**src/rtl/net_pkg.sv**
```systemverilog
// Shared ring-network definitions: packet field positions, widths and a
// saturating-counter helper used by the receive endpoint.
package net_pkg;

  localparam int unsigned ADDR_WIDTH  = 3;
  localparam int unsigned WORD_WIDTH  = 32;
  localparam int unsigned DEST_MSB    = 31;
  localparam int unsigned DEST_LSB    = 29;
  localparam int unsigned MARKER_BIT  = 28;
  localparam int unsigned CNT_WIDTH   = 8;
  localparam int unsigned LEVEL_WIDTH = 5;

  // Increment that sticks at all-ones instead of wrapping.
  function automatic logic [CNT_WIDTH-1:0] sat_inc(input logic [CNT_WIDTH-1:0] v);
    return (v == {CNT_WIDTH{1'b1}}) ? v : v + CNT_WIDTH'(1);
  endfunction

endpackage

```
**src/rtl/sync_fifo.sv**
```systemverilog
// Single-clock FIFO with synchronous active-high reset.
// Ports:
//   clk_i, reset_i       clock and synchronous reset
//   push_i, wdata_i      write request and data (ignored when full unless popping)
//   pop_i                read request (ignored when empty)
//   rdata_o              head word, valid while !empty_o
//   full_o, empty_o      status
//   level_o              number of stored words, 0..Depth
module sync_fifo #(
  parameter int unsigned Width = 32,
  parameter int unsigned Depth = 4
) (
  input  logic                     clk_i,
  input  logic                     reset_i,
  input  logic                     push_i,
  input  logic [Width-1:0]         wdata_i,
  input  logic                     pop_i,
  output logic [Width-1:0]         rdata_o,
  output logic                     full_o,
  output logic                     empty_o,
  output logic [$clog2(Depth):0]   level_o
);

  localparam int unsigned PtrW = $clog2(Depth);
  localparam logic [PtrW:0] FullLevel = (PtrW + 1)'(Depth);

  logic [Width-1:0] mem_q [Depth];
  logic [PtrW-1:0]  wr_ptr_q, wr_ptr_d;
  logic [PtrW-1:0]  rd_ptr_q, rd_ptr_d;
  logic [PtrW:0]    level_q, level_d;
  logic             do_push, do_pop;

  assign full_o  = (level_q == FullLevel);
  assign empty_o = (level_q == '0);
  assign level_o = level_q;
  assign rdata_o = mem_q[rd_ptr_q];

  assign do_pop  = pop_i && !empty_o;
  // A pop on the same edge frees the slot, so a full FIFO can still take a word.
  assign do_push = push_i && (!full_o || do_pop);

  always_comb begin
    wr_ptr_d = wr_ptr_q;
    rd_ptr_d = rd_ptr_q;
    level_d  = level_q;
    // Depth is a power of two, so pointer overflow is the modulo wrap.
    if (do_push) wr_ptr_d = wr_ptr_q + PtrW'(1);
    if (do_pop)  rd_ptr_d = rd_ptr_q + PtrW'(1);
    if (do_push && !do_pop) level_d = level_q + (PtrW + 1)'(1);
    if (do_pop && !do_push) level_d = level_q - (PtrW + 1)'(1);
  end

  always_ff @(posedge clk_i) begin
    if (reset_i) begin
      wr_ptr_q <= '0;
      rd_ptr_q <= '0;
      level_q  <= '0;
    end else begin
      wr_ptr_q <= wr_ptr_d;
      rd_ptr_q <= rd_ptr_d;
      level_q  <= level_d;
    end
  end

  // Storage needs no reset; it is only observable through level_q.
  always_ff @(posedge clk_i) begin
    if (do_push && !reset_i) mem_q[wr_ptr_q] <= wdata_i;
  end

endmodule

```
**src/rtl/node_rx_endpoint.sv**
```systemverilog
// Receive endpoint for a ring node: filters words from the node's local
// output by destination address and message marker, buffers accepted words
// for the host, and counts words dropped for bad headers or a full buffer.
// Ports:
//   shiftInCLK     clock
//   reset          synchronous active-high reset
//   shiftInCS      word strobe, one word per cycle held high
//   shiftInData    incoming 32-bit packet
//   rxValid/rxData head of receive buffer
//   rxReady        host accepts head word
//   fifoLevel      buffered word count
//   overflowCount  saturating count of words dropped on full buffer
//   misrouteCount  saturating count of words dropped on bad header
module node_rx_endpoint
  import net_pkg::*;
#(
  parameter logic [ADDR_WIDTH-1:0] NODE_IP    = 3'b000,
  parameter int unsigned           FIFO_DEPTH = 4
) (
  input  logic                   shiftInCLK,
  input  logic                   reset,
  input  logic                   shiftInCS,
  input  logic [WORD_WIDTH-1:0]  shiftInData,
  output logic                   rxValid,
  output logic [WORD_WIDTH-1:0]  rxData,
  input  logic                   rxReady,
  output logic [LEVEL_WIDTH-1:0] fifoLevel,
  output logic [CNT_WIDTH-1:0]   overflowCount,
  output logic [CNT_WIDTH-1:0]   misrouteCount
);

  logic                        header_ok;
  logic                        fifo_full, fifo_empty;
  logic                        pop;
  logic [$clog2(FIFO_DEPTH):0] fifo_level;
  logic [CNT_WIDTH-1:0]        ovf_cnt_q, ovf_cnt_d;
  logic [CNT_WIDTH-1:0]        mis_cnt_q, mis_cnt_d;

  assign header_ok = (shiftInData[DEST_MSB:DEST_LSB] == NODE_IP) && shiftInData[MARKER_BIT];
  assign pop       = rxReady && !fifo_empty;

  sync_fifo #(
    .Width (WORD_WIDTH),
    .Depth (FIFO_DEPTH)
  ) u_fifo (
    .clk_i   (shiftInCLK),
    .reset_i (reset),
    .push_i  (shiftInCS && header_ok),
    .wdata_i (shiftInData),
    .pop_i   (rxReady),
    .rdata_o (rxData),
    .full_o  (fifo_full),
    .empty_o (fifo_empty),
    .level_o (fifo_level)
  );

  assign rxValid   = !fifo_empty;
  assign fifoLevel = LEVEL_WIDTH'(fifo_level);

  always_comb begin
    ovf_cnt_d = ovf_cnt_q;
    mis_cnt_d = mis_cnt_q;
    if (shiftInCS) begin
      if (!header_ok) begin
        mis_cnt_d = sat_inc(mis_cnt_q);
      end else if (fifo_full && !pop) begin
        ovf_cnt_d = sat_inc(ovf_cnt_q);
      end
    end
  end

  always_ff @(posedge shiftInCLK) begin
    if (reset) begin
      ovf_cnt_q <= '0;
      mis_cnt_q <= '0;
    end else begin
      ovf_cnt_q <= ovf_cnt_d;
      mis_cnt_q <= mis_cnt_d;
    end
  end

  assign overflowCount = ovf_cnt_q;
  assign misrouteCount = mis_cnt_q;

endmodule

```
**config.mk**
```make
export PLATFORM = sky130hd
export DESIGN_NAME = node_rx_endpoint
export DESIGN_NICKNAME = d
export VERILOG_FILES = /design/src/rtl/net_pkg.sv /design/src/rtl/sync_fifo.sv /design/src/rtl/node_rx_endpoint.sv
export SDC_FILE = /design/constraint.sdc
export NUM_CORES = 1
export LEC_CHECK = 0
export CORE_MARGIN = 1.5
export CORE_UTILIZATION = 45
export CTS_BUF_LIST = sky130_fd_sc_hd__clkbuf_16
export DETAILED_ROUTE_END_ITERATION = 6
export GPL_TIMING_DRIVEN = 0
export HOLD_SLACK_MARGIN = 0.05
export PLACE_DENSITY = 0.68
export SYNTH_ARGS = -nofsm -noshare
export SYNTH_HDL_FRONTEND = slang
export SYNTH_SLANG_ARGS = --single-unit
```
**constraint.sdc**
```tcl
create_clock -name shiftInCLK -period 2.77 [get_ports shiftInCLK]
set_input_delay 0.277 -clock shiftInCLK [delete_from_list [all_inputs] [get_ports shiftInCLK]]
set_output_delay 0.277 -clock shiftInCLK [all_outputs]
set_load 0.01 [all_outputs]
```
==> insert_results.sql <==
INSERT INTO impl_metrics (metric_group, metric, value, unit) VALUES
('status', 'status', 'finished, final reports clean', ''),
('cts', 'post_cts_setup_buffers', '0', ''),
('power_and_ir_drop', 'seqPwrFrac', '50.9', '%'),
('drt', 'route.final.wire_length', '10900', 'um'),
('drt', 'detail_route.wl_per_cell', '17.7', 'um'),
('die', 'chipWidth', '118', 'um'),
('synthesis', 'synthTopCellsByArea', 'edfxtp_1 65%, mux4_2 12%, dfxtp_1 8.4%, ha_1 1.3%, nor2_1 0.95%', ''),
('sta', 'finalHoldWorstSlack', '226', 'ps'),
('synthesis', 'synth_enable_flop_cells', '128', ''),
('min_path', 'worstHoldPathCells', '2', ''),
('global_routing', 'number_of_antenna_violations_at_the_first_check_in_global_routing', '0', ''),
('synthesis', 'post_synth_inst_count', '321', ''),
('layout', 'fraction_of_layout_instances_using_a_drive_strength_above_1', '18.3', '%'),
('drt', 'detailroute.wirelength.met2', '5370', 'um'),
('global_routing', 'globalRouteTotalUtil', '16.8', '%'),
('die', 'placeableCoreArea', '12800', 'um^2'),
('global_routing', 'grt.overflow.total', '0', ''),
('synthesis', 'ys_seq_area_share', '73.1', '%'),
('sta', 'period_share', '94.6', '%'),
('synthesis', 'synth.top_cells.by_count', '128 x edfxtp_1, 32 x mux4_2, 25 x dfxtp_1', ''),
('drt', 'top_layer_used', 'met4', ''),
('power_and_ir_drop', 'clockPowerShare', '46.0', '%'),
('critical_path', 'worstReg2RegStart', 'u_fifo.level_o[0]', ''),
('die', 'dieArea', '13900', 'um^2'),
('power_and_ir_drop', 'power', '4920', 'uW'),
('global_routing', 'grt_max_degree', '33', ''),
('critical_path', 'critical_path.cell_chain', 'clkbuf_1 > buf_4 > mux4_2 > clkdlybuf4s50_1', ''),
('die', 'io_pins', '90', ''),
('sta', 'final_hold_viol_count', '0', ''),
('cts', 'clock_tree.root_cell', 'clkbuf_16', ''),
('synthesis', 'syn_area', '5940', 'um^2'),
('drt', 'met3WireLength', '583', 'um'),
('power_and_ir_drop', 'power_per_cell_area', '639', 'nW/um^2'),
('die', 'die-height', '118', 'um'),
('layout', 'final_area', '7690', 'um^2'),
('critical_path', 'cp.required', '2490', 'ps'),
('cts', 'numClockSinks', '153', ''),
('synthesis', 'yosys.area.top_type', 'edfxtp_1', ''),
('drt', 'via_per_inst', '5.30', ''),
('min_path', 'hold_end', 'u_fifo.level_o[2]', ''),
('cts', 'h_tree_levels', '4', ''),
('synthesis', 'ys_seq_elements', '153', ''),
('layout', 'synthToLayoutAreaGrowth', '29.4', '%'),
('run', 'timing.max_cap.violations', '0', ''),
('power_and_ir_drop', 'vdd_ir_drop_max', '0.000293', 'V'),
('drt', 'dr.first_iter.drc_count', '194', ''),
('critical_path', 'crit_arrival', '2340', 'ps'),
('cts', 'cts.path.max_buffers', '2', ''),
('layout', 'area_of_the_multi_input_gates', '1520', 'um^2'),
('sta', 'final-setup-viol-count', '0', ''),
('placement', 'place.gp.congestion', '0.726', ''),
('placement', 'detailedPlace.worstSlack', '-611', 'ps'),
('sta', 'transition_time_at_the_pin_with_the_least_slew_margin', '656', 'ps'),
('drt', 'routedLengthMet1', '4740', 'um'),
('power_and_ir_drop', 'comb_power_share', '3.0', '%'),
('min_path', 'worst_hold_startpoint', 'reset', ''),
('placement', 'placed_cell_area', '7080', 'um^2'),
('critical_path', 'ff2ff_path_depth', '7', ''),
('drt', 'final_antenna_violating_net_count', '0', ''),
('sta', 'timing_max_transition_violations_final', '0', ''),
('sta', 'totalNegativeSetupSlack', '0', 'ps'),
('critical_path', 'timing.setup.critical_path_class', 'flip-flop to output pin', ''),
('power_and_ir_drop', 'p_leak', '0.00249', 'uW'),
('min_path', 'hold_path_class', 'input port to flip-flop', ''),
('critical_path', 'critPathMaxFanout', '10', ''),
('critical_path', 'worst_r2r_endpoint', 'u_fifo.level_o[2]', ''),
('drt', 'route.vias.total', '3254', ''),
('layout', 'area_of_all_sequential_standard_cells', '4340', 'um^2'),
('critical_path', 'ff2ff_setup_slack', '390', 'ps'),
('critical_path', 'cpMaxStageDelayCell', 'mux4_2', ''),
('sta', 'final.setup.worst_slack', '150', 'ps');
[cell usage in the layout (no fill, tap or decap), types with 8 or more instances in the layout]
cell and instances:
dfxtp_1 25, mux4_2 32, clkdlybuf4s50_1 84, a21oi_1 9
nand3_1 8, inv_1 11, clkbuf_16 17, nor2_1 14
edfxtp_1 128
[what timing repair did]
| action | CTS | global route |
|---|---|---|
| gates resized for setup | 17 | 3 |
| hold buffers | 0 | 0 |
| endpoints found under the setup margin | 63 | 106 |
| pin swaps | 0 | 0 |
[kinds of logic after synthesis]
| logic type | count (synthesis) | synth area share (%) |
|---|---|---|
| simple gates | 61 | 6.06 |
| flops | 153 | 73.1 |
| buf+inv | 24 | 1.79 |
| mux | 36 | 12.8 |
| compound gates | 32 | 3.56 |
| other cells | 1 | 0.0631 |
| fa+ha+maj | 7 | 1.60 |
| xor+xnor | 7 | 1.03 |
[worst max-delay path: cells and delay by family (launching register included)]
kind / cells / cell delay, ps
flops: 1 / 310
buf+inv: 3 / 1060
mux: 1 / 550
[sequential cells by signal, summed over array words and instances, names as in the netlist, named ones only]
signal / cells
u_fifo.mem_q: 128
misrouteCount: 8
overflowCount: 8
u_fifo.level_o: 3
u_fifo.rd_ptr_q: 2
u_fifo.wr_ptr_q: 2
[how the worst max path moves through the flow]
stage	to	cells past startpoint	slack, ps	from
after floorplan	u_fifo.mem_q[0][0]	4	340	shiftInData[30]
final	rxData[28]	4	150	flip-flop
after global routing	rxData[19]	4	20	flip-flop
after CTS	u_fifo.level_o[2]	8	70	shiftInData[30]
after global placement	u_fifo.mem_q[0][4]	5	-1170	shiftInData[30]
after detailed placement	u_fifo.mem_q[2][8]	5	-610	shiftInData[30]
[metal layers]
metal,up-vias,global-route usage [%]
met5,-,0
met4,0,7.09
met3,19,4.55
met2,96,27.5
met1,1629,21.3
li1,1510,-
[area by class of cell]
| class | instances | share of cell area [%] |
|---|---|---|
| clock buffer | 17 | 5.53 |
| inverter | 10 | 0.488 |
| buffer | 14 | 1.04 |
| multi-input combinational | 145 | 19.8 |
| sequential | 153 | 56.5 |
| tap | 172 | 2.80 |
| clock inverter | 15 | 2.05 |
| timing repair buffer | 88 | 11.9 |
[stage by stage]
step / std cells / util [%]
2_1_floorplan: 322 / -
6_report: 614 / 60.2
3_5_place_dp: 582 / 55.4
4_1_cts: 614 / 60.1
5_1_grt: 614 / 60.2
3_3_place_gp: 579 / 54.9
[power groups by stage]
stage	clock network (uW)	logic, uW	registers [uW]
after floorplan	0	49.0	2550
after global placement	0	141	2550
after detailed placement	0	148	2550
after CTS	2300	149	2500
after global routing	2400	163	2500
final	2260	149	2500
Power figures use the tool's default switching activity.
